## src/rtl/serial_transmitter.sv

```systemverilog
// ---------------------------------------------------------------------------
// serial_transmitter
//
// Sends one configuration byte per valid/ready handshake over a two-wire
// SCL/SDA link: START, eight data bits MSB first, an ACK slot in which SDA
// is released so the receiver can pull it low, then STOP. The result of the
// ACK slot is reported on ack_ok alongside a one-cycle done pulse.
//
// Parameters
//   HALF_PERIOD : clk cycles per SCL half-period (>= 1)
//   GAP         : idle clk cycles after a frame before the next byte is taken
//
// Ports
//   clk        in   single rising-edge clock
//   reset      in   synchronous, active-high
//   tx_valid   in   byte offered
//   tx_data    in   byte to send, bit 7 first
//   tx_ready   out  byte can be accepted this cycle
//   SCL        out  serial clock
//   SDA_Out    out  driven SDA value
//   SDA_Enable out  1 = SDA released (receiver may drive), 0 = SDA_Out drives
//   SDA_In     in   resolved SDA line, sampled at the end of the ACK slot
//   done       out  one-cycle pulse when a frame completes
//   ack_ok     out  1 = last frame was acknowledged; updates with done
// ---------------------------------------------------------------------------
module serial_transmitter #(
  parameter int HALF_PERIOD = 1,
  parameter int GAP         = 4
) (
  input  logic       clk,
  input  logic       reset,
  input  logic       tx_valid,
  input  logic [7:0] tx_data,
  output logic       tx_ready,
  output logic       SCL,
  output logic       SDA_Out,
  output logic       SDA_Enable,
  input  logic       SDA_In,
  output logic       done,
  output logic       ack_ok
);

  localparam int PW = (HALF_PERIOD > 1) ? $clog2(HALF_PERIOD) : 1;
  localparam int GW = (GAP > 0) ? $clog2(GAP + 1) : 1;
  localparam logic [PW-1:0] PhaseLast = PW'(HALF_PERIOD - 1);
  localparam logic [GW-1:0] GapLoad   = GW'(GAP);

  typedef enum logic [2:0] {
    IDLE, START, BIT_LO, BIT_HI, ACK_LO, ACK_HI, STOP_LO, STOP_HI
  } state_t;

  state_t          r_state;
  state_t          w_nextState;
  logic [PW-1:0]   r_phase;
  logic [2:0]      r_bitCnt;
  logic [7:0]      r_shift;
  logic [GW-1:0]   r_gap;
  logic            r_ackSample;
  logic            r_scl;
  logic            r_sdaOut;
  logic            r_sdaEn;
  logic            r_done;
  logic            r_ackOk;
  logic            r_ready;

  logic            w_phaseEnd;
  logic            w_accept;
  logic [7:0]      w_nextShift;
  logic [GW-1:0]   w_nextGap;
  logic            w_nextScl;
  logic            w_nextSdaOut;
  logic            w_nextSdaEn;
  logic            w_nextDone;
  logic            w_nextReady;

  // A phase ends on the last of its HALF_PERIOD cycles. r_ready is only ever
  // high in IDLE, so a handshake can never land in the middle of a frame.
  assign w_phaseEnd = (r_phase == PhaseLast);
  assign w_accept   = tx_valid & r_ready;

  // r_ready sits at 1 through reset because IDLE with an empty gap counter
  // is ready; gating it with the reset input keeps tx_ready low while reset
  // is held and lets it rise in the very first cycle after release.
  assign tx_ready   = r_ready & ~reset;
  assign SCL        = r_scl;
  assign SDA_Out    = r_sdaOut;
  assign SDA_Enable = r_sdaEn;
  assign done       = r_done;
  assign ack_ok     = r_ackOk;

  // State register plus every registered output. The outputs are loaded from
  // the decode of the next state, so they line up with r_state exactly while
  // still coming straight out of flops. Reset mid-frame drops the frame
  // without a done pulse and clears the acknowledge result.
  always_ff @(posedge clk) begin
    if (reset) begin
      r_state     <= IDLE;
      r_phase     <= '0;
      r_bitCnt    <= '0;
      r_shift     <= '0;
      r_gap       <= '0;
      r_ackSample <= 1'b0;
      r_scl       <= 1'b1;
      r_sdaOut    <= 1'b1;
      r_sdaEn     <= 1'b0;
      r_done      <= 1'b0;
      r_ackOk     <= 1'b0;
      r_ready     <= 1'b1;
    end else begin
      r_state  <= w_nextState;
      r_phase  <= (r_state == IDLE || w_phaseEnd) ? '0 : r_phase + PW'(1);
      r_shift  <= w_nextShift;
      r_gap    <= w_nextGap;
      r_scl    <= w_nextScl;
      r_sdaOut <= w_nextSdaOut;
      r_sdaEn  <= w_nextSdaEn;
      r_done   <= w_nextDone;
      r_ready  <= w_nextReady;
      if (w_accept) begin
        r_bitCnt <= '0;
      end else if (r_state == BIT_HI && w_phaseEnd) begin
        r_bitCnt <= r_bitCnt + 3'd1;
      end
      if (r_state == ACK_HI && w_phaseEnd) begin
        r_ackSample <= (SDA_In === 1'b0);
      end
      if (w_nextDone) begin
        r_ackOk <= r_ackSample;
      end
    end
  end

  // Next-state logic. Every non-idle state lasts one phase; the bit counter
  // reaching 7 at the end of BIT_HI means all eight bits have gone out.
  always_comb begin
    w_nextState = r_state;
    case (r_state)
      IDLE:    if (w_accept)   w_nextState = START;
      START:   if (w_phaseEnd) w_nextState = BIT_LO;
      BIT_LO:  if (w_phaseEnd) w_nextState = BIT_HI;
      BIT_HI:  if (w_phaseEnd) w_nextState = (r_bitCnt == 3'd7) ? ACK_LO : BIT_LO;
      ACK_LO:  if (w_phaseEnd) w_nextState = ACK_HI;
      ACK_HI:  if (w_phaseEnd) w_nextState = STOP_LO;
      STOP_LO: if (w_phaseEnd) w_nextState = STOP_HI;
      STOP_HI: if (w_phaseEnd) w_nextState = IDLE;
      default: w_nextState = IDLE;
    endcase
  end

  // Datapath next values. The byte is latched on the handshake and shifted
  // left as each BIT_HI phase closes, so bit 7 of the shift register is
  // always the bit currently on the wire. The gap counter is loaded as the
  // frame finishes and drains while idle.
  always_comb begin
    w_nextShift = r_shift;
    w_nextGap   = r_gap;
    if (w_accept) begin
      w_nextShift = tx_data;
    end else if (r_state == BIT_HI && w_phaseEnd) begin
      w_nextShift = {r_shift[6:0], 1'b0};
    end
    if (r_state == STOP_HI && w_phaseEnd) begin
      w_nextGap = GapLoad;
    end else if (r_state == IDLE && r_gap != '0) begin
      w_nextGap = r_gap - GW'(1);
    end
  end

  // Output decode of the state being entered. SDA only moves while SCL is
  // low, except for the START fall and STOP rise that happen with SCL high.
  // In the ACK slot the line is released and SDA_Out is parked high.
  always_comb begin
    w_nextScl    = 1'b1;
    w_nextSdaOut = 1'b1;
    w_nextSdaEn  = 1'b0;
    w_nextDone   = (r_state == STOP_HI) && w_phaseEnd;
    w_nextReady  = (w_nextState == IDLE) && (w_nextGap == '0);
    case (w_nextState)
      START: begin
        w_nextSdaOut = 1'b0;
      end
      BIT_LO: begin
        w_nextScl    = 1'b0;
        w_nextSdaOut = w_nextShift[7];
      end
      BIT_HI: begin
        w_nextSdaOut = w_nextShift[7];
      end
      ACK_LO: begin
        w_nextScl   = 1'b0;
        w_nextSdaEn = 1'b1;
      end
      ACK_HI: begin
        w_nextSdaEn = 1'b1;
      end
      STOP_LO: begin
        w_nextScl    = 1'b0;
        w_nextSdaOut = 1'b0;
      end
      STOP_HI: begin
        w_nextSdaOut = 1'b0;
      end
      default: begin
        w_nextScl    = 1'b1;
        w_nextSdaOut = 1'b1;
      end
    endcase
  end

endmodule
```

## config.mk

```make
export PLATFORM = sky130hd
export DESIGN_NAME = serial_transmitter
export DESIGN_NICKNAME = d
export VERILOG_FILES = /design/src/rtl/serial_transmitter.sv
export SDC_FILE = /design/constraint.sdc
export NUM_CORES = 1
export LEC_CHECK = 0
export CAP_MARGIN = 10
export CORE_MARGIN = 1
export CORE_UTILIZATION = 50
export DETAILED_ROUTE_END_ITERATION = 8
export PLACE_DENSITY = 0.83
export SKIP_LAST_GASP = 1
export SLEW_MARGIN = 20
export SYNTH_ARGS = -nofsm -noshare
export SYNTH_HDL_FRONTEND = slang
export SYNTH_SLANG_ARGS = --single-unit
```

## constraint.sdc

```tcl
create_clock -name clk -period 2.3 [get_ports clk]
set_input_delay 0.46 -clock clk [delete_from_list [all_inputs] [get_ports clk]]
set_output_delay 0.46 -clock clk [all_outputs]
set_load 0.01 [all_outputs]
```

==> flow_summary_export.csv <==
group,metric,value,unit
worst_setup_path,critPathMaxStageDelay,0.55,ns
logic_synthesis,synth.distinct_cells,32,
clocking,cts_buffer_depth,2,
floorplanning,die-area,0.002428,sq mm
power_and_ir_drop,powerDensity,844.5,mW/mm^2
timing,fin_ws,0.2703,ns
flow_run,maxCapViolCount,0,
logic_synthesis,synth_top_area_share,44.79,%
final_layout,area_delta_synth_final,18.92,%
logic_synthesis,synthSimpleGateAreaFrac,19.71,%
clocking,cts_tree,"built",
power_and_ir_drop,p_comb_share,34.5,%
logic_synthesis,synth_top_area_cell,"dfxtp_1",
logic_synthesis,synth_compound_gate_area_share,12.09,%
clocking,cts_max_level,1,
power_and_ir_drop,p_sw,0.0003613,W
timing,setup_viol,0,
timing,finalClockSkew,0.0007266,ns
clocking,cts_buffers,3,
logic_synthesis,ys_ff_latch,25,
logic_synthesis,syn_nets,128,
worst_setup_path,crit_type,"input pin to output pin",
global_route,antenna_found_initial,0,
detailed_routing,ant_nets,0,
logic_synthesis,synth_xor_area_share,1.568,%
worst_setup_path,crit_path_end_kind,"output pin",
worst_setup_path,critPathRequiredTime,1.84,ns
floorplanning,die_w,49.27,microns
logic_synthesis,synthCells,112,
worst_setup_path,crit_buf_inv,2,
floorplanning,ios,18,
detailed_routing,drc,0,
min_path,hold_class,"register to register",
timing,period_share,88.25,%
place,place_hpwl,1434,microns
place,port_buffers,17,
logic_synthesis,avgSynthCellArea,9.976,sq um
global_route,track_usage,18.13,%
power_and_ir_drop,seq_power_share,48.5,%
worst_setup_path,cp_top_family,"buffers and inverters",
clocking,post_cts_buffers,0,
final_layout,fillers,161,
logic_synthesis,synth_area_leaders,"dfxtp_1, mux2i_1, nor2_1, a211oi_1, ha_1",
global_route,grt.overflow.total,0,
worst_setup_path,worst_ep_arrival_time,1.57,ns
timing,layout_min_cycle_time,2.030,ns
worst_setup_path,cp_cell_sequence,"clkdlybuf4s50_1 -> nor2b_1 -> clkdlybuf4s50_1",
clocking,clock-sinks,25,
timing,rsz0062_at_grt,"no",
global_route,grt_pass1_wl,3325,microns
global_route,grt_pass1_vias,791,
floorplanning,rows,16,
logic_synthesis,ys_warn_count,0,
logic_synthesis,synth_top_family_by_area,"simple AND/OR/NAND/NOR gates",
timing,finalHoldViolations,0,
logic_synthesis,synthAdderAreaFrac,4.479,%
worst_setup_path,crit_top_cell,"clkdlybuf4s50_1",
floorplanning,core-area,0.002022,sq mm
timing,final.setup.tns,0,ns
outcome,outcome,"finished, final reports clean",
logic_synthesis,synth_area,0.001117,sq mm
place,dp_worst_setup_slack,0.2652,ns
final_layout,nets,147,
clocking,clock_latency,0.31,ns
worst_setup_path,start_kind,"input pin",
detailed_routing,wl,1926,microns
floorplanning,chipHeight,49.27,microns
clocking,root_buffer,"clkbuf_4",
power_and_ir_drop,leakagePower,0.5183,nW
logic_synthesis,synth_seq_area_share,44.79,%
place,gp_congestion,0.8171,
power_and_ir_drop,peakVddDrop,509.0,uV
clocking,hold_buffers,0,
detailed_routing,drtIter0Drc,18,
power_and_ir_drop,swShare,32.20,%
final_layout,drive_above_1_share,7.692,%
logic_synthesis,synth.area.mux_share,12.65,%
clocking,clkTransAtPathRegs,0.13,ns
worst_setup_path,timing.critical_path.slowest_stage_cell,"clkdlybuf4s50_1",
detailed_routing,vias_per_cell,5.274,
detailed_routing,num_vias,828,
global_route,grt_max_degree,24,
worst_setup_path,path_max_fanout,2,
timing,timing.fmax,492.7,MHz
power_and_ir_drop,p_int,0.0007608,W
floorplanning,initial_core_util,55.26,%
power_and_ir_drop,clkPwrFrac,16.9,%
clocking,ctsResizeCount,0,
final_layout,antenna_cells,0,
detailed_routing,avgRoutedWirePerCell,12.27,microns
detailed_routing,dr.pass1.iters,4,
timing,final_max_slew_viol_count,0,
power by group through the flow:
stage	Sequential (W)	Clock, W	Combinational (W)
global placement	0.000551	0	0.000371
detailed placement	0.000555	0	0.000388
floorplan	0.000547	0	0.000289
finish	0.000545	0.000190	0.000388
CTS	0.000545	0.000197	0.000391
global route	0.000556	0.000218	0.000436
cell usage after synthesis:
cell type / number
dfxtp_1: 25
nand2_1: 4
nand3b_1: 3
nor3_1: 4
ha_1: 4
nand3_1: 2
o32a_1: 1
or3_1: 1
a211oi_1: 8
a21oi_1: 2
xnor2_1: 2
o21ai_1: 1
and3b_1: 1
buf_6: 2
nor4_4: 1
and2_1: 1
mux2i_1: 13
and4bb_4: 1
o21bai_1: 1
inv_1: 4
o21ai_0: 1
mux2_2: 1
and3b_2: 1
a211oi_2: 1
conb_1: 1
clkbuf_1: 3
a41o_1: 1
and2b_1: 1
o31ai_1: 1
nor2_1: 17
o21a_1: 1
nor2b_1: 2
metal layers:
layer  GRT usage (%)  vias up  share of wire [%]
met5               0        -                  0
met4           5.882        0               0.78
met3           3.738        2                3.8
met2           32.88       17                 51
met1           20.89      377                 45
li1                -      432                  -
metrics by stage:
step / power, W / hold WS, ns / area, sq um / instances / util [%]
final: 0.001122 / 0.5023 / 1329 / 157 / 65.72
after global placement: 0.0009220 / 0.4712 / 1303 / 153 / 64.42
after detailed placement: 0.0009437 / 0.4791 / 1303 / 153 / 64.42
after global routing: 0.001209 / 0.5432 / 1329 / 157 / 65.72
after CTS: 0.001133 / 0.4994 / 1329 / 157 / 65.72
after floorplan: 0.0008361 / 0.4598 / 1117 / 112 / -
final timing paths:
kind	start	endpoint	slack, ns	cells past startpoint
min reg2reg	r_shift[0]$_SDFFE_PP0P_	r_shift[0]$_SDFFE_PP0P_	0.50	2
max	reset	tx_ready	0.27	3
max reg2reg	r_gap[1]$_SDFF_PP0_	r_ready$_SDFF_PP1_	0.53	7
min	r_shift[0]$_SDFFE_PP0P_	r_shift[0]$_SDFFE_PP0P_	0.50	2
cells in the final DEF, fill, tap and decap left out, types with 2 or more instances in the layout:
| cell type | synthesis | final |
|---|---|---|
| xnor2_1 | 2 | 2 |
| nor2_1 | 17 | 17 |
| a211oi_1 | 8 | 8 |
| a21oi_1 | 2 | 2 |
| nor2b_1 | 2 | 2 |
| nand3b_1 | 3 | 3 |
| clkdlybuf4s50_1 | 0 | 17 |
| buf_4 | 0 | 2 |
| inv_1 | 4 | 4 |
| nand3_1 | 2 | 2 |
| nor3_1 | 4 | 4 |
| clkbuf_4 | 0 | 3 |
| dfxtp_1 | 25 | 25 |
| ha_1 | 4 | 4 |
| mux2i_1 | 13 | 13 |
| nand2_1 | 4 | 4 |
cell families after synthesis:
kind of cell    after synthesis
other cells                   1
mux                          14
xor+xnor                      2
compound gates               18
buf+inv                       9
flops                        25
simple gates                 39
fa+ha+maj                     4
worst reg2reg max path: stages, from the launching register on:
cell and delay [ns]:
dfxtp_1 0.36, inv_1 0.06, ha_1 0.18, ha_1 0.21, nor4_4 0.30, xnor2_1 0.19, nand2_1 0.11, a41o_1 0.26
area by class of cell:
cell class              instances  area, sq um  area share [%]
inverters                       4        15.01           1.130
flip-flops and latches         25        500.5           37.66
clock buffers                   4        26.28           1.977
well taps                      27        33.78           2.542
repair buffers                 19        185.2           13.94
multi-input cells              78        568.0           42.75
flip-flops by register name, summed over array words and instances (netlist names):
name and cells:
SCL 1, SDA_Enable 1, ack_ok 1, r_ackSample 1
done 1, SDA_Out 1, r_shift 8, r_ready 1
r_phase 1, r_gap 3, r_bitCnt 3, r_state 3
No activity file was read; power rests on OpenSTA's default activity.
